`config.mk`:
```
export PLATFORM = sky130hd
export DESIGN_NAME = pipe_domain_sched_flat
export DESIGN_NICKNAME = d
export VERILOG_FILES = /design/src/rtl/pipe_domain_sched_if.sv /design/src/rtl/pipe_domain_sched.sv /design/src/flat_wrapper.sv
export SDC_FILE = /design/constraint.sdc
export NUM_CORES = 1
export LEC_CHECK = 0
export CORE_AREA = 2 2 39 41
export CTS_CLUSTER_SIZE = 25
export DETAILED_ROUTE_END_ITERATION = 12
export DIE_AREA = 0 0 41 43
export PLACE_DENSITY = 0.74
export SLEW_MARGIN = 40
export SYNTH_ARGS = -nofsm -noshare
export SYNTH_HDL_FRONTEND = slang
export SYNTH_SLANG_ARGS = --single-unit
```
`constraint.sdc`:
```
create_clock -name clk -period 3.9 [get_ports clk]
set_clock_uncertainty 0.15 [all_clocks]
set_input_delay 1.17 -clock clk [delete_from_list [all_inputs] [get_ports clk]]
set_output_delay 1.17 -clock clk [all_outputs]
set_load 0.02 [all_outputs]
```
`src/rtl/pipe_domain_sched_if.sv`:
```
// Bundle between the domain scheduler and the pipeline head.
// master: the scheduler side (drives domain, grant, drain, flush, slot_cnt).
// slave : the pipeline/requester side (drives enables, requests, head stall).
interface pipe_domain_sched_if #(
   parameter int CNT_W = 7
);
   logic [1:0]       dom_en;
   logic [1:0]       req_val;
   logic             head_stall;
   logic             domain;
   logic [1:0]       grant;
   logic             drain;
   logic             flush;
   logic [CNT_W-1:0] slot_cnt;

   modport master (
      input  dom_en, req_val, head_stall,
      output domain, grant, drain, flush, slot_cnt
   );

   modport slave (
      output dom_en, req_val, head_stall,
      input  domain, grant, drain, flush, slot_cnt
   );
endinterface

```
`src/rtl/pipe_domain_sched.sv`:
```
// Time-multiplexing scheduler for one in-order pipeline shared by two
// security domains. Every domain period is RUN (SLOT_CYCLES) + DRAIN
// (NSTAGES) + SWITCH (1 cycle), independent of requests, stalls or enables,
// so neither domain can observe the other through slot timing.
module pipe_domain_sched #(
   parameter int SLOT_CYCLES = 64,   // issue cycles per slot, >= 1
   parameter int NSTAGES     = 5,    // pipeline depth = drain length, >= 1
   parameter int CNT_W       = $clog2((SLOT_CYCLES > NSTAGES) ? SLOT_CYCLES : NSTAGES) + 1
) (
   input  logic                   clk,
   input  logic                   reset_n,
   pipe_domain_sched_if.master    bus
);

   typedef enum logic [1:0] {
      ST_RUN    = 2'd0,
      ST_DRAIN  = 2'd1,
      ST_SWITCH = 2'd2
   } state_t;

   localparam logic [CNT_W-1:0] SLOT_LOAD  = CNT_W'(SLOT_CYCLES - 1);
   localparam logic [CNT_W-1:0] DRAIN_LOAD = CNT_W'(NSTAGES - 1);
   localparam logic [CNT_W-1:0] CNT_ONE    = CNT_W'(1);

   state_t           r_state;
   logic             r_domain;
   logic [CNT_W-1:0] r_cnt;

   state_t           w_next_state;
   logic             w_next_domain;
   logic [CNT_W-1:0] w_next_cnt;
   logic [1:0]       w_grant;

   // State, domain and slot counter registers; reset lands in RUN of domain 0.
   // NOTE: sequential state uses non-blocking (<=) so every register samples
   // the pre-edge values of the others, regardless of statement order.
   always_ff @(posedge clk or negedge reset_n) begin
      if (!reset_n) begin
         r_state  <= ST_RUN;
         r_domain <= 1'b0;
         r_cnt    <= SLOT_LOAD;
      end else begin
         r_state  <= w_next_state;
         r_domain <= w_next_domain;
         r_cnt    <= w_next_cnt;
      end
   end

   // Next-state logic: the counter alone decides when each phase ends, and
   // is reloaded on the cycle it reaches zero so it never wraps.
   // NOTE: every variable gets a default before the case so no path through
   // this block leaves one unassigned, which would infer a latch.
   always_comb begin
      w_next_state  = r_state;
      w_next_domain = r_domain;
      w_next_cnt    = r_cnt - CNT_ONE;
      unique case (r_state)
         ST_RUN: begin
            if (r_cnt == '0) begin
               w_next_state = ST_DRAIN;
               w_next_cnt   = DRAIN_LOAD;
            end
         end
         ST_DRAIN: begin
            if (r_cnt == '0) begin
               w_next_state = ST_SWITCH;
               w_next_cnt   = '0;
            end
         end
         ST_SWITCH: begin
            // The other domain's enable is only looked at here, so changes
            // elsewhere in the period have no effect until this cycle.
            w_next_state = ST_RUN;
            w_next_cnt   = SLOT_LOAD;
            if (bus.dom_en[~r_domain]) begin
               w_next_domain = ~r_domain;
            end
         end
         default: begin
            w_next_state = ST_RUN;
            w_next_cnt   = SLOT_LOAD;
         end
      endcase
   end

   // Zero-latency issue grant for the current domain only; the other domain's
   // request and enable bits never reach this path. Held off during reset.
   always_comb begin
      w_grant = 2'b00;
      if (reset_n && (r_state == ST_RUN)) begin
         w_grant[r_domain] = bus.dom_en[r_domain] & bus.req_val[r_domain] & ~bus.head_stall;
      end
   end

   assign bus.grant    = w_grant;
   assign bus.domain   = r_domain;
   assign bus.drain    = (r_state == ST_DRAIN);
   assign bus.flush    = (r_state == ST_SWITCH);
   assign bus.slot_cnt = r_cnt;

endmodule

```
`src/flat_wrapper.sv`:
```
// flat-port wrapper written by rule: the top's interface ports become plain ports
module pipe_domain_sched_flat 
#(
   parameter int SLOT_CYCLES = 64,                                 
   parameter int NSTAGES     = 5,                                          
   parameter int CNT_W       = $clog2((SLOT_CYCLES > NSTAGES) ? SLOT_CYCLES : NSTAGES) + 1
)
  (clk, reset_n, bus_dom_en, bus_req_val, bus_head_stall, bus_domain, bus_grant, bus_drain, bus_flush, bus_slot_cnt);
  pipe_domain_sched_if #(.CNT_W(CNT_W)) bus_i ();
  input  logic clk;
  input  logic reset_n;
  input wire logic [$bits(bus_i.dom_en)-1:0] bus_dom_en;
  input wire logic [$bits(bus_i.req_val)-1:0] bus_req_val;
  input wire logic [$bits(bus_i.head_stall)-1:0] bus_head_stall;
  output wire logic [$bits(bus_i.domain)-1:0] bus_domain;
  output wire logic [$bits(bus_i.grant)-1:0] bus_grant;
  output wire logic [$bits(bus_i.drain)-1:0] bus_drain;
  output wire logic [$bits(bus_i.flush)-1:0] bus_flush;
  output wire logic [$bits(bus_i.slot_cnt)-1:0] bus_slot_cnt;
  assign bus_i.dom_en = bus_dom_en;
  assign bus_i.req_val = bus_req_val;
  assign bus_i.head_stall = bus_head_stall;
  assign bus_domain = bus_i.domain;
  assign bus_grant = bus_i.grant;
  assign bus_drain = bus_i.drain;
  assign bus_flush = bus_i.flush;
  assign bus_slot_cnt = bus_i.slot_cnt;
  pipe_domain_sched #(.SLOT_CYCLES(SLOT_CYCLES), .NSTAGES(NSTAGES), .CNT_W(CNT_W)) u_core (.clk(clk), .reset_n(reset_n), .bus(bus_i));
endmodule
```
* Word-level counts from Yosys, hierarchy flattened *
Index checks and enable logic that the tools add are counted.

word-level totals
  flip-flop bits (word level) = 10
  input port bits = 7
  logic and storage cells = 37

cells by class
  add/subtract/negate cells = 1
  $lt $le $gt $ge = 3
  eq/ne operators = 4
  mux-type cells = 15
  bitwise logic cells = 5
  reductions and logical operators = 6

operators with widths
  operator             number
  $mux 7               2
  $pmux 7 s2           1
  $logic_not 7->1      1
  $mux 1               7
  $sub 7x1->7 const B  1
  $mux 2               3
  $lt 1x2->1 const B   2
  $ne 2x1->1 const B   2
  $pmux 2 s2           1
  $reduce_and 2->1     2
  $and 1x1->1          2
  $and 2x2->2          1
  $eq 2x1->1 const B   1
  $eq 2x2->1 const B   1
  $logic_and 1x1->1    2
  $logic_not 2->1      1
  $not 1->1            2
  $demux 1 s1          1
  $ge 1x1->1 const B   1

* Logic depth before layout (Yosys ltp) *
  depth after elaboration = 6
  depth in mapped cells = 6
  mapped depth without buffers = 5

* Worst setup path after synthesis *
Ideal clock, no wire load.

  kind = input-to-output
  start point = in bus_head_stall
  end point = out bus_grant[0]
  arrival = 1.827 ns
  path slack = 0.753 ns
  stages = 2
  path buffers = 0
  cells stage by stage = nand3b_1 nor3_1

on the way
  word-level cells in the longest chain between the ends = 4

ends and longest elaborated chain
  element                       RTL line                 text
  start, declared               flat_wrapper.sv:14       input wire logic [$bits(bus_i.head_stall)-1:0] bus_head_stall;
  $not 1->1                     pipe_domain_sched.sv:91  w_grant[r_domain] = bus.dom_en[r_domain] & bus.req_val[r_domain] & ~bus.head_stall;
  $and 1x1->1                   pipe_domain_sched.sv:91
  $and 2x2->2 (no source line)  --
  $mux 2                        pipe_domain_sched.sv:90  if (reset_n && (r_state == ST_RUN)) begin
  end, declared                 flat_wrapper.sv:16       output wire logic [$bits(bus_i.grant)-1:0] bus_grant;

No other way between the ends.

* Worst setup path in the final report *
  start point = in reset_n
  end point = out bus_grant[1]

on the way
  word-level cells in the longest chain between the ends = 2

ends and longest elaborated chain
  element            RTL line                 text
  start, declared    flat_wrapper.sv:11       input logic reset_n;
  $logic_and 1x1->1  pipe_domain_sched.sv:90
  $mux 2             pipe_domain_sched.sv:90

No other way between the ends.

==> PnR_summary.wiki <==
{| class="wikitable"
! Metric !! Value
|-
| Post-detailed-placement half-perimeter wirelength || 810 um
|-
| Layer with the highest usage after global routing || met2
|-
| CTS HTree Levels || 1
|-
| Global Route met1 Usage || 20.0%
|-
| Count of different cell masters after synthesis || 27
|-
| Part of the power in the clock network || 43.5%
|-
| Worst rel slew slack || 77.2%
|-
| Post-CTS Setup Repair Bufs || 0
|-
| Reported net switching power || 0.0000408 W
|-
| Global route total overflow || 0
|-
| Global Route Usage Sum || 14.2%
|-
| Total routed wirelength || 1.03 mm
|-
| Worst-path cell chain || clkdlybuf4s50_1, nand3b_1, nor2_1, clkdlybuf4s50_1
|-
| Flop-to-flop setup slack || 2130 ps
|-
| Total area of multi-input combinational cells || 263 um2
|-
| Delay contributed by the slowest stage of the critical path || 610 ps
|-
| Classification of the worst-slack hold path || flip-flop to flip-flop
|-
| Pin count of the biggest net entering global routing || 12
|-
| Setup repair after global routing missed its margin || false
|-
| Final Max Slew Viols || 0
|-
| Port Buf Inserts || 18
|-
| Worst Min Path Start || u_core.bus.slot_cnt[0]
|-
| Vias || 453
|-
| Setup crit end kind || output port
|-
| Average size of a mapped cell || 10.9 um2
|-
| Worst-skew pair later-pin latency || 260 ps
|-
| F_max || 0.263 GHz
|-
| Initial DRT Pass Iterations || 4
|-
| CTS Root Buffer Type || clkbuf_4
|-
| Placeable core region || 1380 um2
|-
| Result of the run || completed
|-
| Worst setup slack after layout || 95.1 ps
|-
| Internal Dissipation || 0.000169 W
|-
| Summed instance area of the synthesized netlist || 544 um2
|-
| Total Negative Setup Slacks || 0 ps
|-
| End point of the most critical hold path || u_core.bus.slot_cnt[0]
|-
| Comb power frac || 6.4%
|-
| Post-synthesis sequential element count || 10
|-
| Switching power share of the total || 19.4%
|-
| Vias in the first global route || 416
|-
| Top cells by area, synth || dfstp_2, dfrtp_1, o21bai_1
|-
| Power Density || 271 nW/um2
|-
| Reg clk slew, reported paths || 60 ps
|-
| Worst setup slack before clock tree synthesis || 25.2 ps
|-
| Clock Tree Buf Depth || 2
|-
| Overall die width || 41 um
|-
| Number of clock buffers inserted by TritonCTS || 3
|-
| Most used cell, CP || clkdlybuf4s50_1
|-
| Ant diodes || 0
|-
| Portion of total power attributed to sequential cells || 50.1%
|-
| Area overhead of the layout relative to synthesis || 42.3%
|-
| Yosys top cell area share || 29.0%
|-
| Worst Path Class, Setup || input pin to output port
|-
| Antenna violation net count after detailed routing || 0
|-
| Number of sinks handled by clock tree synthesis || 10
|-
| Leakage power of the design || 0.335 nW
|-
| Share of cells above drive strength 1 || 23.9%
|-
| 1st-iter DRT viols || 11
|-
| Transition time of the tightest slew-check pin || 339 ps
|-
| Master of the slowest instance on the critical path || clkdlybuf4s50_1
|-
| Required time reported for the critical path endpoint || 2580 ps
|-
| Wire length of the first global-routing pass || 1.72 mm
|-
| Arrival time at the worst endpoint || 2480 ps
|-
| Number of max-cap violations || 0
|-
| Die Height || 43 um
|-
| Fin nets || 81
|-
| Maximum resistive drop on vdd || 0.152 mV
|-
| Effective utilization at floorplan || 39.3%
|-
| Area of the die || 1760 um2
|-
| Worst R2R Path Depth || 5
|-
| DRC violation count after routing || 0
|-
| Largest fanout on the critical path || 2
|-
| Type of element launching the critical path || input pin
|-
| Count of endpoints failing setup in the final report || 0
|-
| Standard-cell rows || 14
|-
| Capturing point of the worst reg2reg path || u_core.r_state[0]
|-
| Leading area contributor after synthesis || dfstp_2
|-
| Count of yosys warnings during synthesis || 0
|-
| Top-Level Pins || 19
|-
| Time the final worst path needs with I/O delays and setup || 3800 ps
|-
| Register area share after synthesis || 47.4%
|-
| Average wire per standard cell || 11.8 um
|-
| CTS tree || yes
|-
| Total count of hold-check failures in the final report || 0
|-
| Cell count after synthesis || 50
|-
| Sequential cell area in the final layout || 258 um2
|-
| Worst Hold Path Cells || 1
|-
| Routability congestion estimate from global placement || 0.652
|-
| Fill cell instance count of the final layout || 136
|-
| Initial antenna violation count || 0
|-
| Synthesized Nets || 59
|-
| Worst flop-to-flop path startpoint || u_core.bus.slot_cnt[0]
|-
| Post-detailed-route via-to-cell ratio || 5.21
|-
| Global Route met2 Usage || 20.3%
|-
| Global routing met3 resource utilization || 1.57%
|-
| Final worst path period share || 97.6%
|}
==> state kept, by name, summed over array words and instances (netlist names) <==
register	flops
u_core.r_state	2
u_core.bus.domain	1
u_core.bus.slot_cnt	7
==> final cells by class <==
type | count | share of cell area [%]
clock buffers | 4 | 4.68
inverters | 2 | 0.969
multi-input cells | 36 | 33.9
flip-flops and latches | 10 | 33.3
well taps | 16 | 2.58
repair buffers | 19 | 24.6
==> how the worst max path moves through the flow <==
stage | cells past startpoint | start | endpoint | slack [ps]
final | 4 | reset_n | bus_grant[1] | 100
after CTS | 4 | reset_n | bus_grant[0] | 20
after floorplan | 2 | bus_head_stall | bus_grant[0] | 750
after global routing | 4 | reset_n | bus_grant[1] | 20
after global placement | 4 | reset_n | bus_grant[0] | 30
after detailed placement | 4 | reset_n | bus_grant[0] | 30
==> metal layers <==
metal	vias up	routed length, um
met4	0	0
met1	224	488
met2	15	494
li1	214	-
met5	-	0
met3	0	45
==> logic make-up after synthesis <==
logic type / after synthesis / synth area share, %
AO/OA/AOI/OAI: 9 / 12.0
XOR/XNOR: 3 / 4.83
adder cells (fa/ha/maj): 2 / 4.60
buffers and inverters: 4 / 4.37
flip-flops: 10 / 47.4
multiplexers: 2 / 4.60
AND/OR/NAND/NOR: 20 / 22.3
==> cells in the mapped netlist <==
library cell and count:
dfstp_2 6, and2b_1 1, xor2_1 1, o21bai_1 4, a211o_2 1, nand2b_1 2, nor3b_1 1, and2_2 1
ha_1 2, a31oi_1 1, nand2_1 2, mux2_4 1, a31o_2 1, xnor2_1 2, a21oi_1 2, mux2i_1 1
nor3_1 3, nand3b_1 1, buf_2 1, nand3_1 1, inv_1 2, nor4_2 1, and4b_2 1, nor2b_1 2
dfrtp_1 4, buf_6 1, nor2_1 4
==> through the flow <==
stage               cell area (um2)  std cells  total power [W]  utilization (%)  hold slack (ps)
finish                          774         87         0.000210             56.0              398
global route                    774         87         0.000217             56.0              412
CTS                             772         87         0.000212             55.8              402
detailed placement              736         83         0.000121             53.2              387
global placement                736         83         0.000120             53.2              377
floorplan                       544         50         0.000110                -              411
==> cells in the final DEF (no fill, tap or decap), drive strengths merged <==
master	count
nor3b	1
and2b	1
dlymetal6s2s	1
a21oi	2
nor2b	2
nand3	1
a31o	1
nor2	4
xnor2	2
inv	2
and4b	1
buf	1
nand3b	1
a31oi	1
clkbuf	4
dfrtp	4
dfstp	6
and2	1
a211o	1
o21bai	4
nand2b	2
mux2i	1
nand2	2
nor3	3
ha	2
xor2	1
clkdlybuf4s50	17
mux2	1
nor4	1
==> timing repair <==
item,4_1_cts,5_1_grt
gates resized for setup,0,1
endpoints found under the setup margin,0,1
hold buffers,0,0
==> worst max-delay path: cells and delay by family <==
family / cells / cell delay (ps)
buffers and inverters: 2 / 1090
and+or+nand+nor: 2 / 220
==> power by group through the flow <==
stage	Combinational, W	Sequential (W)	Clock [W]
global route	0.0000149	0.000105	0.0000973
CTS	0.0000137	0.000105	0.0000927
floorplan	0.00000207	0.000108	0
detailed placement	0.0000137	0.000107	0
finish	0.0000135	0.000105	0.0000915
global placement	0.0000136	0.000107	0
Power figures use the tool's default switching activity.
